## src/rtl/inst_dispatch_pkg.sv

```systemverilog
// inst_dispatch_pkg: shared Frodo microinstruction format, unit ids, mode codes and dispatcher states.
package inst_dispatch_pkg;
    localparam logic [3:0] NOP_ID       = 4'hF;
    localparam logic [3:0] UNIT_MATMUL  = 4'h0;
    localparam logic [3:0] UNIT_SHAKE   = 4'h1;
    localparam logic [3:0] UNIT_SAMPLER = 4'h2;
    localparam logic [3:0] UNIT_PACK    = 4'h3;
    localparam logic [1:0] MODE_KEYGEN  = 2'b00;
    localparam logic [1:0] MODE_ENCAP   = 2'b01;
    localparam logic [1:0] MODE_DECAP   = 2'b10;
    typedef enum logic [2:0] {
        S_IDLE, S_FETCH, S_DECODE, S_ISSUE, S_WAIT, S_DONE
    } state_t;
    typedef struct packed {
        logic [3:0] unit;
        logic [3:0] op;
        logic [7:0] arg;
    } inst_t;
endpackage

```

## src/rtl/dispatch_wdt.sv

```systemverilog
// dispatch_wdt: WAIT-state watchdog counter with expiry flag; only built when DISPATCH_WDT_EN is defined.
`ifdef DISPATCH_WDT_EN
module dispatch_wdt #(
    parameter int WDT_CYC = 4096
) (
    input  logic clk,
    input  logic rstn,
    input  logic clr,
    input  logic run,
    output logic expired
);
    logic [12:0] cnt_q, cnt_d;
    always_comb begin
        cnt_d   = clr ? '0 : run ? cnt_q + 13'd1 : cnt_q;
        expired = run && (cnt_q == 13'(WDT_CYC - 1));
    end
    always_ff @(posedge clk or negedge rstn) begin
        if (!rstn) cnt_q <= '0;
        else       cnt_q <= cnt_d;
    end
endmodule
`endif

```

## src/rtl/inst_dispatch.sv

```systemverilog
// inst_dispatch: fetches a ROM microinstruction per Core request, starts one functional unit and reports completion.
// Optional WAIT watchdog enabled with DISPATCH_WDT_EN.
module inst_dispatch
    import inst_dispatch_pkg::*;
#(
    parameter int NUM_UNITS = 4,
    parameter int ADDR_W    = 10,
    parameter int WDT_CYC   = 4096
) (
    input  logic                 clk,
    input  logic                 rstn,
    input  logic                 inst_valid,
    input  logic [7:0]           pc,
    input  logic [1:0]           mode,
    input  logic [1:0]           level,
    output logic [ADDR_W-1:0]    rom_addr,
    input  logic [15:0]          rom_data,
    output logic [NUM_UNITS-1:0] unit_start,
    output logic [3:0]           unit_op,
    output logic [7:0]           unit_arg,
    output logic [1:0]           unit_level,
    input  logic [NUM_UNITS-1:0] unit_done,
    output logic                 inst_done,
    output logic                 busy,
    output logic [1:0]           err
);
    state_t state_q, state_d;
    logic [7:0] pc_q, pc_d;
    logic [1:0] mode_q, mode_d, level_q, level_d, err_q, err_d;
    inst_t inst_q, inst_d, dec;
    logic [NUM_UNITS-1:0] sel;
    logic req, bad_id, hit, wdt_exp;
    assign dec    = inst_t'(rom_data);
    assign req    = (state_q == S_IDLE) && inst_valid;
    assign bad_id = (dec.unit != NOP_ID) && (32'(dec.unit) >= NUM_UNITS);
    assign sel    = NUM_UNITS'(1) << inst_q.unit;
    assign hit    = |(unit_done & sel);
`ifdef DISPATCH_WDT_EN
    dispatch_wdt #(.WDT_CYC(WDT_CYC)) u_wdt (
        .clk     (clk),
        .rstn    (rstn),
        .clr     (state_q == S_ISSUE),
        .run     (state_q == S_WAIT),
        .expired (wdt_exp)
    );
`else
    assign wdt_exp = 1'b0;
`endif
    always_ff @(posedge clk or negedge rstn) begin
        if (!rstn) state_q <= S_IDLE;
        else       state_q <= state_d;
    end
    always_comb begin
        state_d = state_q;
        case (state_q)
            S_IDLE:   state_d = inst_valid ? S_FETCH : S_IDLE;
            S_FETCH:  state_d = S_DECODE;
            S_DECODE: state_d = (dec.unit == NOP_ID || bad_id) ? S_DONE : S_ISSUE;
            S_ISSUE:  state_d = S_WAIT;
            S_WAIT:   state_d = (hit || wdt_exp) ? S_DONE : S_WAIT;
            default:  state_d = S_IDLE;
        endcase
    end
    always_comb begin
        pc_d    = req ? pc : pc_q;
        mode_d  = req ? mode : mode_q;
        level_d = req ? level : level_q;
        inst_d  = (state_q == S_DECODE) ? dec : inst_q;
        err_d   = err_q | {wdt_exp && !hit,
                           (inst_valid && state_q != S_IDLE) || (state_q == S_DECODE && bad_id)};
    end
    always_ff @(posedge clk or negedge rstn) begin
        if (!rstn) begin
            pc_q    <= '0;
            mode_q  <= '0;
            level_q <= '0;
            inst_q  <= '0;
            err_q   <= '0;
        end else begin
            pc_q    <= pc_d;
            mode_q  <= mode_d;
            level_q <= level_d;
            inst_q  <= inst_d;
            err_q   <= err_d;
        end
    end
    always_comb begin
        rom_addr   = ADDR_W'({mode_q, pc_q});
        unit_start = (state_q == S_ISSUE) ? sel : '0;
        unit_op    = inst_q.op;
        unit_arg   = inst_q.arg;
        unit_level = level_q;
        inst_done  = state_q == S_DONE;
        busy       = state_q != S_IDLE;
        err        = err_q;
    end
endmodule

```

## config.mk

```make
export PLATFORM = sky130hd
export DESIGN_NAME = inst_dispatch
export DESIGN_NICKNAME = d
export VERILOG_FILES = /design/src/rtl/inst_dispatch_pkg.sv /design/src/rtl/dispatch_wdt.sv /design/src/rtl/inst_dispatch.sv
export SDC_FILE = /design/constraint.sdc
export NUM_CORES = 1
export LEC_CHECK = 0
export CORE_MARGIN = 10
export CORE_UTILIZATION = 35
export CTS_CLUSTER_SIZE = 28
export DETAILED_ROUTE_END_ITERATION = 7
export PLACE_DENSITY = 0.74
export REMOVE_ABC_BUFFERS = 1
export SYNTH_ARGS = -nofsm -noshare
export SYNTH_HDL_FRONTEND = slang
export SYNTH_HIERARCHICAL = 1
export SYNTH_SLANG_ARGS = --single-unit
```

## constraint.sdc

```tcl
create_clock -name clk -period 1.65 [get_ports clk]
set_clock_uncertainty 0.1 [all_clocks]
set_input_delay 0.495 -clock clk [delete_from_list [all_inputs] [get_ports clk]]
set_output_delay 0.495 -clock clk [all_outputs]
set_load 0.05 [all_outputs]
```

==> out/metrics.cfg <==
[placed_design]
gpl.final_weighted_congestion = 0.821
numPortBuffers = 65
dpl-instance-area_sq_um = 2480
hpwlAfterDp_mm = 3.12

[sta]
final_number_of_setup_violating_endpoints = 33
unrepaired_setup_endpoints_after_global_routing = true
share_of_the_cycle_needed_by_the_critical_path_after_routing_pct = 129
max_freq_mhz = 471
final.setup.worst_slack_ps = -475
period_needed_ps = 2130
timing.final.max_slew_violations = 0
final_hold_viol_count = 0

[power_and_ir_drop]
worst_ir_drop_vdd_mv = 1.31
cellLeakagePower_nw = 1.24
total_power_per_unit_cell_area_nw_per_um2 = 2260

[clock_tree]
cts.clk_slew.worst_paths_ps = 60
cts_tree = yes
clock_sink_count = 32
clockRootBuffer = clkbuf_8
total_clock_buffers_created_by_cts = 5
cts.hold.buffers_added = 0
cts-root-to-sink-buffers = 2
clock_insertion_delay_worst_skew_ps = 280
htree_levels = 2

[floorplan]
initial_core_util_pct = 36.6
core_region_area_sq_um = 4060
die_width_microns = 85.1
die_y_microns = 85.1
row_count = 23
full_die_area_sq_um = 7240
floorplan.io_pins = 67

[outcome]
violations = setup timing
status = finished, violations left

[worst_setup_path]
critical_path.max_stage_delay_ps = 400
critPathCaptureType = output pin
setup.worst_path.start_class = flop
worst-path-max-fanout = 2
timing.critical_path.slowest_stage_cell = dfrtp_1
crit_family = simple AND/OR/NAND/NOR gates
cp_cell_sequence = nor4b_4 -> nand2_1 -> nor3_2 -> buf_4 -> buf_12
crit_required_ps = 1050
path_class = flop to output pin
critical_path.n_buffers_inverters = 2
cp.arrival_ps = 1530

[finish]
seq_area_sq_um = 801
diodes = 0
area_growth_pct = 91.7
post_route_cells_drive_above_1_share_pct = 52.7
stdcell_area_sq_um = 2850
layout_common_cells = 34 x clkdlybuf4s50_1, 33 x buf_12, 32 x dfrtp_1, 26 x mux2_4, 9 x buf_4
final_core_utilization_pct = 70.1
multi_input_logic_area_sq_um = 667
most_common_library_cell_in_the_layout_ignoring_fill_and_taps = clkdlybuf4s50_1
fill_cells = 261
nets = 219

[yosys]
synth_cell_type_count = 25
synth.cell_area_sq_um = 1480
ys_ff_latch = 32
syn_inst = 108
ys.warnings.count = 6
share_of_synthesized_area_occupied_by_flip_flops_and_latches_pct = 54.0
syn_area_per_cell_sq_um = 13.7

[route]
drtPass1Iterations = 4
drtAntennaViolNets = 0
detailroute.via_count = 1114
initialDrtViolationCount = 40
average_wire_per_cell_in_the_routed_design_microns = 19.6
postRouteWirelength_mm = 4.59
detail_route.drc_violations = 0
post_drt_via_cell_ratio = 4.76

[global_routing]
grt_first_pass_wirelength_mm = 6.66
initial_antenna_violation_count = 0
first_global_vias = 1309
largest_net_degree_at_the_start_of_global_routing = 33
global_route.usage.total_pct = 11.4
grt_overflow_total = 0

[hold_path]
hp-class = flop to flop

[flow_run]
cap_violations = 0

-- report_power, final --
part / switching, mW / internal (mW)
Sequential: 0.458 / 1.17
Clock: 0.262 / 0.286
Combinational: 1.93 / 2.32
Total: 2.65 / 3.78
-- path summary, 6_finish.rpt --
path | to | slack [ps] | cells after the start | start
hold reg to reg | err[0] | 460 | 2 | err[0]
setup reg to reg | mode_q[0] | -240 | 6 | state_q[2]
min in group asynchronous | unit_arg[5] | 480 | 2 | rstn
setup / recovery | unit_start[2] | -480 | 5 | inst_q[15]
hold / removal | err[0] | 460 | 2 | err[0]
max in group asynchronous | unit_op[0] | 800 | 2 | rstn
-- what timing repair did --
action	in CTS	in global routing
setup endpoints to repair	18	33
cloned	1	3
buffers inserted	4	2
pin swaps	6	4
resized for setup	15	24
-- routing by layer --
metal  routed length [microns]  global-route usage [%]  part of all wire, %
met2                      2460                    19.8                   54
met5                         0                       0                    0
met1                      1690                    11.8                   37
met3                       398                    5.93                  8.7
met4                        34                    2.69                 0.74
-- cell families (layout without fill, tap and decap cells) --
kind of cell           Yosys count  count (layout)  synth area share [%]
AND/OR/NAND/NOR                 20              20                  7.67
AO/OA/AOI/OAI                    6               6                  2.45
multiplexers                    29              29                  25.2
buffers and inverters           20              96                  10.5
flip-flops                      32              32                  54.0
other                            1               1                 0.253
-- layout make-up --
type                    instances  share of cell area, %
well taps                      50                   2.20
repair buffers                 86                   43.1
clock inverters                 1                  0.176
multi-input cells              56                   23.4
inverters                       3                  0.396
flip-flops and latches         32                   28.1
clock buffers                   6                   2.55
-- tightest hold or removal path, cell delays in order (launching register included) --
cell and delay (ps):
dfrtp_1 390, a21oi_1 60, nand2_1 70
-- through the flow --
stage | total power [mW] | setup slack [ps] | hold slack, ps | TNS, ps | instances
global route | 6.70 | -552 | 488 | -7080 | 234
floorplan | 3.31 | -891 | 99.4 | -17630 | 91
CTS | 6.09 | -496 | 469 | -5400 | 229
global placement | 5.20 | -224 | 427 | -3320 | 217
finish | 6.42 | -475 | 459 | -5600 | 234
detailed placement | 5.29 | -299 | 429 | -3750 | 217
-- sequential cells by signal (all words and copies together) (netlist names) --
name,cells
unit_op,4
unit_level,2
mode_q,2
inst_q,4
err,1
unit_arg,8
pc_q,8
state_q,3
-- synth_stat cells (all sizes together) --
| cell | instances | area share, % |
|---|---|---|
| nor2 | 5 | 1.8 |
| o211ai | 1 | 0.51 |
| mux4 | 1 | 1.5 |
| dfrtp | 32 | 54 |
| nor3 | 4 | 1.3 |
| o21bai | 1 | 0.51 |
| a21oi | 2 | 0.67 |
| mux2 | 27 | 23 |
| o21ai | 1 | 0.34 |
| mux2i | 1 | 0.67 |
| nor3b | 1 | 0.51 |
| or3 | 1 | 0.76 |
| conb | 1 | 0.25 |
| inv | 3 | 0.76 |
| o22ai | 1 | 0.42 |
| nand2b | 2 | 0.84 |
| nand2 | 3 | 0.76 |
| buf | 17 | 9.7 |
| nor4b | 1 | 0.59 |
| nand3 | 2 | 0.67 |
| nand4 | 1 | 0.42 |
Note: power is estimated with default switching activity, not from simulation.
